<file path="config.mk">
export PLATFORM = sky130hd
export DESIGN_NAME = bcd_serial_add_ctrl
export DESIGN_NICKNAME = d
export VERILOG_FILES = /design/src/rtl/bcd_pkg.sv /design/src/rtl/bcd_digit_add.sv /design/src/rtl/bcd_serial_add_ctrl.sv
export SDC_FILE = /design/constraint.sdc
export NUM_CORES = 1
export LEC_CHECK = 0
export BUFFER_PORTS_ARGS = -buffer_cell sky130_fd_sc_hd__clkbuf_2
export CORE_MARGIN = 4
export CORE_UTILIZATION = 49
export DETAILED_ROUTE_END_ITERATION = 7
export GPL_ROUTABILITY_DRIVEN = 1
export GPL_TIMING_DRIVEN = 0
export PLACE_DENSITY = 0.76
export SYNTH_ARGS = -nofsm -noshare
export SYNTH_HDL_FRONTEND = slang
export SYNTH_SLANG_ARGS = --single-unit
</file>
<file path="constraint.sdc">
create_clock -name clk -period 2.2 [get_ports clk]
set_input_delay 0.22 -clock clk [delete_from_list [all_inputs] [get_ports clk]]
set_output_delay 0.22 -clock clk [all_outputs]
set_load 0.02 [all_outputs]
</file>
<file path="src/rtl/bcd_pkg.sv">
// Shared constants, FSM encoding and digit helpers for the serial BCD adder.
package bcd_pkg;

    localparam int         BCD_DIGIT_W = 4;
    localparam logic [3:0] BCD_MAX     = 4'd9;
    localparam logic [3:0] BCD_ADJ     = 4'd6;

    typedef enum logic [1:0] {
        IDLE = 2'd0,
        ADD  = 2'd1,
        DONE = 2'd2
    } bcd_state_t;

    // Wraps for illegal digits; the result is flagged by err anyway.
    function automatic logic [3:0] nines_comp(input logic [3:0] digit);
        return BCD_MAX - digit;
    endfunction

endpackage

</file>
<file path="src/rtl/bcd_digit_add.sv">
// Combinational single-digit BCD adder with decimal carry in/out.
module bcd_digit_add
    import bcd_pkg::*;
(
    input  logic [BCD_DIGIT_W-1:0] a_d,
    input  logic [BCD_DIGIT_W-1:0] b_d,
    input  logic                   cin,
    output logic [BCD_DIGIT_W-1:0] s_d,
    output logic                   cout
);

    logic [BCD_DIGIT_W:0] raw;

    always_comb begin
        raw = {1'b0, a_d} + {1'b0, b_d} + {{BCD_DIGIT_W{1'b0}}, cin};
        if (raw > {1'b0, BCD_MAX}) begin
            s_d  = raw[BCD_DIGIT_W-1:0] + BCD_ADJ;
            cout = 1'b1;
        end else begin
            s_d  = raw[BCD_DIGIT_W-1:0];
            cout = 1'b0;
        end
    end

endmodule

</file>
<file path="src/rtl/bcd_serial_add_ctrl.sv">
// Serial packed-BCD adder: one digit per clock, LSD first, valid/ready on both sides.
// Optional macro BCD_SUB_EN adds an op port selecting ten's-complement subtraction.
module bcd_serial_add_ctrl
    import bcd_pkg::*;
#(
    parameter  int DIGITS = 4,
    localparam int W      = 4 * DIGITS
) (
    input  logic         clk,
    input  logic         rst_n,
    input  logic         in_valid,
    output logic         in_ready,
    input  logic [W-1:0] a,
    input  logic [W-1:0] b,
`ifdef BCD_SUB_EN
    input  logic         op,
`endif
    output logic         out_valid,
    input  logic         out_ready,
    output logic [W-1:0] sum,
    output logic         cout,
    output logic         err
);

    localparam int CW = (DIGITS > 1) ? $clog2(DIGITS) : 1;
    localparam logic [CW-1:0] LAST = CW'(DIGITS - 1);

    bcd_state_t            state;
    logic [W-1:0]          a_sh, b_sh, sum_r;
    logic [CW-1:0]         cnt;
    logic                  carry, err_r, in_ready_r, out_valid_r;
    logic [BCD_DIGIT_W-1:0] b_dig, s_d;
    logic                  dig_cout;
    logic [W-1:0]          sum_next;
    logic                  accept, start_carry;

    function automatic logic has_illegal(input logic [W-1:0] v);
        logic bad;
        bad = 1'b0;
        for (int k = 0; k < DIGITS; k++)
            if (v[4*k +: 4] > BCD_MAX) bad = 1'b1;
        return bad;
    endfunction

`ifdef BCD_SUB_EN
    logic sub_r;
    assign b_dig       = sub_r ? nines_comp(b_sh[BCD_DIGIT_W-1:0]) : b_sh[BCD_DIGIT_W-1:0];
    assign start_carry = op;
`else
    assign b_dig       = b_sh[BCD_DIGIT_W-1:0];
    assign start_carry = 1'b0;
`endif

    bcd_digit_add u_dig (
        .a_d  (a_sh[BCD_DIGIT_W-1:0]),
        .b_d  (b_dig),
        .cin  (carry),
        .s_d  (s_d),
        .cout (dig_cout)
    );

    // New digit enters at the top; after DIGITS shifts the first one sits at the bottom.
    assign sum_next = (sum_r >> BCD_DIGIT_W) | (W'(s_d) << (W - BCD_DIGIT_W));
    assign accept   = in_valid && in_ready_r;

    always_ff @(posedge clk or negedge rst_n) begin
        if (!rst_n) begin
            state       <= IDLE;
            a_sh        <= '0;
            b_sh        <= '0;
            sum_r       <= '0;
            cnt         <= '0;
            carry       <= 1'b0;
            err_r       <= 1'b0;
            in_ready_r  <= 1'b1;
            out_valid_r <= 1'b0;
`ifdef BCD_SUB_EN
            sub_r       <= 1'b0;
`endif
        end else begin
            case (state)
                IDLE: begin
                    if (accept) begin
                        a_sh       <= a;
                        b_sh       <= b;
                        sum_r      <= '0;
                        cnt        <= '0;
                        carry      <= start_carry;
                        err_r      <= has_illegal(a) | has_illegal(b);
                        in_ready_r <= 1'b0;
`ifdef BCD_SUB_EN
                        sub_r      <= op;
`endif
                        state      <= ADD;
                    end
                end
                ADD: begin
                    a_sh  <= a_sh >> BCD_DIGIT_W;
                    b_sh  <= b_sh >> BCD_DIGIT_W;
                    sum_r <= sum_next;
                    carry <= dig_cout;
                    cnt   <= cnt + CW'(1);
                    if (cnt == LAST) begin
                        out_valid_r <= 1'b1;
                        state       <= DONE;
                    end
                end
                DONE: begin
                    if (out_ready) begin
                        out_valid_r <= 1'b0;
                        in_ready_r  <= 1'b1;
                        state       <= IDLE;
                    end
                end
                default: state <= IDLE;
            endcase
        end
    end

    assign in_ready  = in_ready_r;
    assign out_valid = out_valid_r;
    assign sum       = sum_r;
    assign cout      = carry;
    assign err       = err_r;

endmodule

</file>
==> flow_metrics.env, run 1 <==
export IMPL_outcome="finished, violations left"
export IMPL_violations="negative setup slack"
export IMPL_first_iter_violations=110
export IMPL_number_of_buffers_on_the_longest_clock_path=2
export IMPL_fin_crit_ns=2.38
export IMPL_postSynth_asyncResetShare_pct=100
export IMPL_design_final_nets=380
export IMPL_grt_start_max_net_pins=57
export IMPL_tritoncts_clock_tree="built"
export IMPL_highest_attainable_clock_frequency_mhz=419
export IMPL_first_global_vias=2237
export IMPL_synth_most_common_cell="nand2_1"
export IMPL_insertion_delay_ns=0.31
export IMPL_synth_top_area_share_pct=52.1
export IMPL_starting_density_of_the_core_pct=51.1
export IMPL_detailed_routing_iterations_pass_1=6
export IMPL_static_leakage_power_nw=1.37
export IMPL_synth_lib_cells_used_distinct=35
export IMPL_pre_cts_ws_ns=-0.168
export IMPL_std_cell_rows=26
export IMPL_grt_total_usage_pct=20.9
export IMPL_cp_data_arrival_time_ns=2.59
export IMPL_area_fraction_in_compound_gates_after_synthesis_pct=15.9
export IMPL_synth_xor_area_share_pct=0.663
export IMPL_clock_skew_ns=0.00657
export IMPL_cts_clk_slew_worst_paths_ns=0.10
export IMPL_final_antenna_net_count=0
export IMPL_synth_ff_latch_count=56
export IMPL_synth_yosys_seq_area_share_pct=53.1
export IMPL_power_total_w=0.00168
export IMPL_htreeDepth=2
export IMPL_finalWeightedCongestion=0.845
export IMPL_overflow_left_after_global_routing=0
export IMPL_synth_edff_count=0
export IMPL_cts_buffers_inserted=5
export IMPL_flow_area_growth_from_synthesis_pct=22.9
export IMPL_route_detailed_drc=0
export IMPL_setup_slack_ns=-0.185
export IMPL_drv_max_cap_violation_count=0
export IMPL_cts_hold_repair_buffers=0
export IMPL_drt_wl_total_um=6270
export IMPL_dieArea_um2=6630
export IMPL_die_width_um=81.4
export IMPL_maxSlewHeadroom_pct=49.0
export IMPL_post_synth_and_or_nand_nor_area_fraction_pct=13.4
export IMPL_drt_wirelength_per_cell_um=15.4
export IMPL_core_area_um2=5170
export IMPL_worstSetupStartpointType="flop"
export IMPL_layout_drive_gt1_share_pct=27.3
export IMPL_leading_area_contributor_after_synthesis="dfrtp_1"
export IMPL_root_buffer="clkbuf_8"
export IMPL_synth_warnings=0
export IMPL_drv_slew=0
export IMPL_design_portCount=56
export IMPL_synth_top_cells_by_count="59 x nand2_1, 55 x dfrtp_1, 47 x o21ai_0"
export IMPL_antenna_found_initial=0
export IMPL_synth_mux_area_share_pct=8.71
export IMPL_filler_cell_count=443
export IMPL_final_core_utilization_pct=62.8
export IMPL_layout_cell_area_non_filler_um2=3250
export IMPL_syn_num_nets=311
export IMPL_area_taken_by_multi_input_logic_gates_um2=1230
export IMPL_ys_flop_type="dfrtp_1"
export IMPL_antenna_diode_count=0
export IMPL_dominant_combinational_cell_family_by_area_after_synthesis="compound AO/OA/AOI/OAI gates"
export IMPL_detailed_place_hpwl_um=4410
export IMPL_ir_drop_v=0.000362
export IMPL_synth_adder_area_share_pct=4.36
export IMPL_clkSinkCount=56
export IMPL_seqCellArea_um2=1400
export IMPL_via_count=2235
export IMPL_final_setup_violation_count=4
export IMPL_die_ht_um=81.4
export IMPL_power_per_cell_area_nw_per_um2=519
export IMPL_type_of_the_worst_min_delay_path="input port to asynchronous set/reset pin"
export IMPL_ys_top_cells_by_area="dfrtp_1 52%, o21ai_0 8.9%, mux2i_1 8.7%, nand2_1 8.4%, ha_1 2.8%"
export IMPL_portBuffers=55
export IMPL_tightestPinTransition_ns=0.765
export IMPL_syn_area_per_cell_um2=9.90
export IMPL_crit_fanout=3
export IMPL_final_hold_viol_count=0
export IMPL_syn_area_um2=2640
export IMPL_critPathKind="flop to flop"
export IMPL_grt_setup_unrepaired="yes"
export IMPL_global_route_wire_length_before_repair_um=10600
export IMPL_via_per_inst=5.49
export IMPL_worst_setup_path_end_kind="flop"
export IMPL_cp_required_ns=2.41
export IMPL_syn_inst=267
export IMPL_final_min_period_over_clock_period_pct=108
export IMPL_place_area_um2=3030
[worst max-delay path: stages, from the launching register on]
cell	delay, ns
dfrtp_2	0.44
fa_2	0.41
inv_2	0.07
fa_2	0.50
ha_4	0.19
nand2_2	0.06
a32oi_2	0.07
a31oi_4	0.25
mux2i_1	0.22
nand2_1	0.07
[registers in the layout, summed over array words and instances, names as in the netlist]
| register | count |
|---|---|
| a_sh | 16 |
| b_sh | 16 |
| sum | 16 |
| cnt | 2 |
| state | 2 |
| cout | 1 |
| err | 1 |
| in_ready | 1 |
| out_valid | 1 |
[what timing repair did]
item | 4_1_cts | 5_1_grt
setup endpoints to repair | 4 | 4
cloned | 0 | 0
gates resized for setup | 7 | 5
buffers inserted | 6 | 1
pin swaps | 9 | 6
[routing by layer]
metal  global-route usage, %  vias to the layer above  part of all wire [%]
li1                        -                     1058                     -
met1                    28.1                     1107                    45
met2                    34.2                       60                    49
met3                    4.50                       10                   4.8
met4                    5.74                        0                   1.5
met5                       0                        -                     0
[where the power goes]
group | switching [W] | total (W) | internal [W] | leakage [nW]
combinational | 0.0000410 | 0.0000683 | 0.0000272 | 0.777
sequential | 0 | 0.00103 | 0.00103 | 0.549
clock | 0.000331 | 0.000588 | 0.000257 | 0.0445
[cells in the final DEF (no fill, tap or decap), types with 3 or more instances in the layout]
| master | count |
|---|---|
| inv_1 | 4 |
| mux2i_1 | 23 |
| o21ai_0 | 46 |
| buf_4 | 8 |
| nor2_1 | 11 |
| clkbuf_8 | 7 |
| clkbuf_2 | 54 |
| ha_1 | 4 |
| a22o_1 | 8 |
| nand3_1 | 3 |
| a21oi_1 | 7 |
| dfrtp_1 | 54 |
| clkbuf_1 | 10 |
| o21ai_1 | 7 |
| nand2_1 | 58 |
[stage by stage]
step,setup TNS [ns],cells,hold slack (ns)
after floorplan,-0.0860,267,-0.0756
after global placement,-0.350,392,0.448
after detailed placement,-0.472,392,0.368
after CTS,-0.330,406,0.0215
after global routing,-0.912,407,0.0521
final,-0.605,407,0.00472
[final timing paths]
path	endpoint	slack [ns]	cells after the start	startpoint
max	sum[14]	-0.18	9	cout
min	sum[11]	0.005	1	rst_n
max reg2reg	sum[14]	-0.18	9	cout
min reg2reg	a_sh[4]	0.48	2	a_sh[8]
max in group asynchronous	cout	1.66	1	rst_n
min in group clk	a_sh[15]	0.14	2	a[15]
[cell families after synthesis]
group	count (synthesis)
simple gates	84
flops	56
fa+ha+maj	8
xor+xnor	2
mux	23
compound gates	74
buf+inv	20
[cell type report]
cell class	count	share of cell area, %
Buffer	15	2.58
Timing Repair Buffer	62	10.3
Tap cell	70	2.70
Clock buffer	7	2.66
Inverter	5	0.578
Sequential cell	56	43.2
Multi-Input combinational cell	191	37.8
Clock inverter	1	0.231
Note: power is estimated with default switching activity, not from simulation.
==> run 2, diff against run 1 <==
--- a/config.mk
+++ b/config.mk
@@ -14,4 +14,5 @@
 export PLACE_DENSITY = 0.76
 export SYNTH_ARGS = -nofsm -noshare
 export SYNTH_HDL_FRONTEND = slang
+export SYNTH_HIERARCHICAL = 1
 export SYNTH_SLANG_ARGS = --single-unit
==> flow_metrics.env, run 2 <==
export IMPL_syn_inst=282
export IMPL_design_portCount=56
export IMPL_grt_total_usage_pct=19.7
export IMPL_grt_start_max_net_pins=57
export IMPL_hold_start="out_ready"
export IMPL_starting_density_of_the_core_pct=51.5
export IMPL_antenna_diode_count=0
export IMPL_synth_top_cells_by_count="81 x nand2_1, 55 x dfrtp_1, 32 x o21ai_0"
export IMPL_cp_required_ns=2.45
export IMPL_synth_ff_latch_count=56
export IMPL_worstSetupStartpointType="flop"
export IMPL_via_count=2244
export IMPL_final_setup_violation_count=4
export IMPL_drv_max_cap_violation_count=0
export IMPL_power_per_cell_area_nw_per_um2=515
export IMPL_worst_setup_path_end_kind="flop"
export IMPL_fin_crit_ns=2.52
export IMPL_place_area_um2=3070
export IMPL_htreeDepth=2
export IMPL_design_final_nets=392
export IMPL_drt_wirelength_per_cell_um=14.2
export IMPL_tightestPinTransition_ns=0.689
export IMPL_syn_area_um2=2660
export IMPL_die_width_um=81.7
export IMPL_maxSlewHeadroom_pct=54.1
export IMPL_worst_hold_slack_ns=0.123
export IMPL_crit_fanout=3
export IMPL_route_detailed_drc=0
export IMPL_layout_cells_most_common="nand2_1"
export IMPL_drt_wl_total_um=5970
export IMPL_detailed_routing_iterations_pass_1=4
export IMPL_dieArea_um2=6680
export IMPL_summed_negative_setup_slack_over_all_endpoints_ns=-0.828
export IMPL_finalWeightedCongestion=0.814
export IMPL_root_buffer="clkbuf_8"
export IMPL_postSynth_asyncResetShare_pct=100
export IMPL_clkSinkCount=56
export IMPL_synth_yosys_seq_area_share_pct=52.7
export IMPL_most_common_layout_cells="81 x nand2_1, 54 x dfrtp_1, 54 x clkbuf_2"
export IMPL_synth_top_area_share_pct=51.7
export IMPL_insertion_delay_ns=0.31
export IMPL_cp_data_arrival_time_ns=2.76
export IMPL_ys_flop_type="dfrtp_1"
export IMPL_first_global_vias=2193
export IMPL_final_antenna_net_count=0
export IMPL_portBuffers=55
export IMPL_drv_slew=0
export IMPL_antenna_found_initial=0
export IMPL_detailed_place_hpwl_um=4260
export IMPL_final_hold_viol_count=0
export IMPL_critPathKind="flop to flop"
export IMPL_cts_clk_slew_worst_paths_ns=0.10
export IMPL_cts_buffers_inserted=5
export IMPL_grt_setup_unrepaired="yes"
export IMPL_number_of_buffers_on_the_longest_clock_path=2
export IMPL_outcome="finished, violations left"
export IMPL_setup_slack_ns=-0.318
export IMPL_overflow_left_after_global_routing=0
export IMPL_ir_drop_v=0.000341
export IMPL_flow_area_growth_from_synthesis_pct=21.4
export IMPL_type_of_the_worst_min_delay_path="input port to flop"
export IMPL_clock_skew_ns=0.00771
export IMPL_layout_drive_gt1_share_pct=26.9
export IMPL_static_leakage_power_nw=1.54
export IMPL_worst_r2r_setup_slack_ns=-0.32
export IMPL_syn_area_per_cell_um2=9.44
export IMPL_core_area_um2=5170
export IMPL_die_ht_um=81.7
export IMPL_final_min_period_over_clock_period_pct=114
export IMPL_synth_most_common_cell="nand2_1"
export IMPL_ys_top_cells_by_area="dfrtp_1 52%, nand2_1 11%, o21ai_0 6.0%, a31oi_1 4.5%, nor3_1 3.4%"
export IMPL_violations="negative setup slack"
export IMPL_rr_startpoint="a_sh[0]"
export IMPL_global_route_wire_length_before_repair_um=10200
export IMPL_tritoncts_clock_tree="built"
export IMPL_syn_num_nets=325
export IMPL_via_per_inst=5.34
export IMPL_std_cell_rows=26
export IMPL_synth_edff_count=0
export IMPL_first_iter_violations=100
export IMPL_synth_warnings=6
export IMPL_synth_lib_cells_used_distinct=31
export IMPL_crit_path_start="a_sh[0]"
export IMPL_layout_cell_area_non_filler_um2=3230
export IMPL_highest_attainable_clock_frequency_mhz=397
export IMPL_leading_area_contributor_after_synthesis="dfrtp_1"
-- run 2: path summary, 6_finish.rpt --
path	end	depth (start not counted)
max	sum[14]	9
min	state[1]	2
max reg2reg	sum[14]	9
min reg2reg	b_sh[4]	2
max in group asynchronous	cout	2
min in group asynchronous	sum[4]	2
-- run 2: worst max-delay path, stage by stage (launching register included) --
cell and delay [ns]:
dfrtp_1 0.42, fa_2 0.41, fa_2 0.54, inv_2 0.06
ha_4 0.16, a31o_4 0.22, o31ai_4 0.24, mux2i_1 0.23
nand2_1 0.08, o21ai_1 0.08
-- run 2: metal layers --
layer  routed length, um  GRT usage [%]  vias to the layer above
met1                2660           25.9                     1072
met2                2910           32.5                       50
met5                   0              0                        -
met4                  90           6.48                        0
met3                 306           4.28                        9
li1                    -              -                     1113
-- run 2: logic make-up after synthesis --
logic type | after synthesis | share of synthesized area (%)
multiplexers | 8 | 3.01
AND/OR/NAND/NOR | 115 | 18.4
buffers and inverters | 22 | 4.70
flip-flops | 56 | 52.7
XOR/XNOR | 2 | 0.658
adder cells (fa/ha/maj) | 7 | 3.85
AO/OA/AOI/OAI | 72 | 16.7
-- run 2: where the power goes --
part	switching [W]	internal, W
registers	0	0.00103
logic	0.0000434	0.0000307
clock network	0.000340	0.000223
total	0.000383	0.00128
-- run 2: through the flow --
step	std cells	setup slack [ns]	total power, W	utilization, %
5_1_grt	420	-0.403	0.00173	62.5
4_1_cts	418	-0.333	0.00167	62.1
6_report	420	-0.318	0.00167	62.5
3_5_place_dp	407	-0.329	0.00112	59.3
3_3_place_gp	407	-0.283	0.00112	59.3
2_1_floorplan	282	-0.212	0.00106	-
-- run 2: layout make-up --
type	instances	area, um^2
fill	444	1940
sequential	56	1400
multi-input combinational	204	1210
timing repair buffer	60	318
buffer	19	114
tap	70	87.6
clock buffer	5	68.8
clock inverter	3	18.8
inverter	3	11.3
-- run 2: what timing repair did --
item / in CTS / in global routing
pin swaps: 0 / 1
endpoints found under the hold margin: 0 / 11
endpoints found under the setup margin: 4 / 4
gates resized for setup: 4 / 0
buffers inserted: 3 / 1
hold buffers: 0 / 1
==> run 3, diff against run 2 <==
--- a/config.mk
+++ b/config.mk
@@ -11,7 +11,8 @@
 export DETAILED_ROUTE_END_ITERATION = 7
 export GPL_ROUTABILITY_DRIVEN = 1
 export GPL_TIMING_DRIVEN = 0
-export PLACE_DENSITY = 0.76
+export PLACE_DENSITY = 0.87
+export SETUP_SLACK_MARGIN = 0.2
 export SYNTH_ARGS = -nofsm -noshare
 export SYNTH_HDL_FRONTEND = slang
 export SYNTH_HIERARCHICAL = 1
==> flow_metrics.env, run 3 (synthesis gave the netlist of run 2 again) <==
export IMPL_outcome="finished, violations left"
export IMPL_violations="negative hold slack, negative setup slack"
export IMPL_worst_r2r_endpoint="sum[14]"
export IMPL_std_cell_rows=26
export IMPL_final_setup_violation_count=4
export IMPL_path_cells="fa_2 -> fa_2 -> xnor2_4 -> ha_4 -> a31o_4 -> o31ai_4 -> mux2i_1 -> nand2_1 -> o21ai_1"
export IMPL_power_per_cell_area_nw_per_um2=520
export IMPL_worstSetupStartpointType="flop"
export IMPL_fin_crit_ns=2.50
export IMPL_cp_slowest_cell="fa_2"
export IMPL_insertion_delay_ns=0.31
export IMPL_grt_start_max_net_pins=57
export IMPL_rr_startpoint="a_sh[0]"
export IMPL_critPathKind="flop to flop"
export IMPL_p_switching_w=0.000381
export IMPL_final_instance_count_excl_fill=419
export IMPL_tritoncts_clock_tree="built"
export IMPL_comb_power_share_pct=4.5
export IMPL_filler_cell_count=418
export IMPL_pre_cts_ws_ns=-0.318
export IMPL_maxSlewHeadroom_pct=54.0
export IMPL_cp_data_arrival_time_ns=2.75
export IMPL_cp_required_ns=2.45
export IMPL_drv_slew=0
export IMPL_number_of_buffers_on_the_longest_clock_path=2
export IMPL_layout_drive_gt1_share_pct=26.6
export IMPL_drv_max_cap_violation_count=0
export IMPL_worst_r2r_setup_slack_ns=-0.30
export IMPL_core_area_um2=5170
export IMPL_starting_density_of_the_core_pct=51.5
export IMPL_global_route_wire_length_before_repair_um=10300
export IMPL_seq_power_share_pct=61.7
export IMPL_cts_buffers_inserted=5
export IMPL_highest_attainable_clock_frequency_mhz=400
export IMPL_detailed_place_hpwl_um=4520
export IMPL_first_global_vias=2272
export IMPL_drt_wirelength_per_cell_um=14.9
export IMPL_reg2reg_depth=9
export IMPL_grt_setup_unrepaired="yes"
export IMPL_design_final_nets=391
export IMPL_first_iter_violations=144
export IMPL_critical_path_buf_inv_count=0
export IMPL_antenna_found_initial=0
export IMPL_detailed_routing_iterations_pass_1=4
export IMPL_type_of_the_worst_min_delay_path="input port to asynchronous set/reset pin"
export IMPL_crit_family="adder cells"
export IMPL_clkSinkCount=56
export IMPL_htreeDepth=2
export IMPL_clock_skew_ns=0.0125
export IMPL_flow_area_growth_from_synthesis_pct=20.3
export IMPL_die_width_um=81.7
export IMPL_final_antenna_net_count=0
export IMPL_drt_wl_total_um=6240
export IMPL_static_leakage_power_nw=1.52
export IMPL_via_count=2316
export IMPL_place_detailed_instances=407
export IMPL_cpMostUsedCell="fa_2"
export IMPL_finalWeightedCongestion=0.784
export IMPL_ir_drop_v=0.000306
export IMPL_power_report_internal_total_w=0.00129
export IMPL_via_per_inst=5.53
export IMPL_setup_slack_ns=-0.301
export IMPL_antenna_diode_count=0
export IMPL_grt_total_usage_pct=20.2
export IMPL_final_min_period_over_clock_period_pct=114
export IMPL_route_detailed_drc=0
export IMPL_switching_fraction_pct=22.9
export IMPL_worst_hold_slack_ns=-0.0489
export IMPL_final_hold_viol_count=55
export IMPL_crit_fanout=3
export IMPL_cts_clk_slew_worst_paths_ns=0.10
export IMPL_worst_setup_path_end_kind="flop"
export IMPL_portBuffers=55
export IMPL_layout_cells_most_common="nand2_1"
export IMPL_worst_path_largest_cell_delay_ns=0.43
export IMPL_clock_power_share_pct=33.8
export IMPL_design_portCount=56
export IMPL_overflow_left_after_global_routing=0
export IMPL_most_common_layout_cells="81 x nand2_1, 54 x dfrtp_1, 54 x clkbuf_2"
export IMPL_die_ht_um=81.7
export IMPL_dieArea_um2=6680
export IMPL_root_buffer="clkbuf_8"
export IMPL_tightestPinTransition_ns=0.690
run 3: worst max-delay path by stage:
stage | end | slack, ns | depth (start not counted) | from
6_report | sum[14] | -0.30 | 9 | a_sh[0]
3_3_place_gp | sum[14] | -0.26 | 9 | a_sh[0]
4_1_cts | sum[14] | -0.31 | 9 | a_sh[0]
2_1_floorplan | sum[14] | -0.21 | 9 | cout
3_5_place_dp | sum[14] | -0.32 | 9 | a_sh[0]
5_1_grt | sum[14] | -0.40 | 9 | a_sh[0]
run 3: final cells by class:
class / count / area [um^2] / share of cell area, %
tap: 70 / 87.6 / 2.73
sequential: 56 / 1400 / 43.8
clock buffer: 6 / 72.6 / 2.27
clock inverter: 2 / 16.3 / 0.508
inverter: 3 / 11.3 / 0.352
timing repair buffer: 59 / 308 / 9.61
multi-input combinational: 204 / 1190 / 37.1
buffer: 19 / 114 / 3.55
run 3: what timing repair did:
item	CTS	global route
hold buffers	0	0
pin swaps	1	0
setup buffers	2	2
endpoints found under the setup margin	4	4
gates resized for setup	1	1
run 3: per-stage QoR:
step | total power [W] | setup TNS, ns | instance area [um^2] | util [%]
floorplan | 0.00106 | -0.599 | 2700 | -
global placement | 0.00112 | -0.725 | 3070 | 59.3
detailed placement | 0.00112 | -1.01 | 3070 | 59.3
CTS | 0.00167 | -0.985 | 3180 | 61.5
global route | 0.00172 | -1.45 | 3200 | 61.9
finish | 0.00167 | -0.944 | 3200 | 61.9
run 3: metal layers:
layer | part of all wire (%) | up-vias | global-route usage (%) | wire (um)
met3 | 5.2 | 14 | 3.95 | 324
li1 | - | 1106 | - | -
met2 | 51 | 72 | 33.9 | 3170
met4 | 2.1 | 0 | 8.47 | 129
met5 | 0 | - | 0 | 0
met1 | 42 | 1124 | 25.4 | 2620
run 3: power groups by stage:
stage,clock (W),sequential [W],combinational [W]
final,0.000563,0.00103,0.0000752
after global routing,0.000604,0.00103,0.0000852
after CTS,0.000567,0.00103,0.0000748
after detailed placement,0,0.00105,0.0000743
after global placement,0,0.00105,0.0000721
after floorplan,0,0.00105,0.0000129
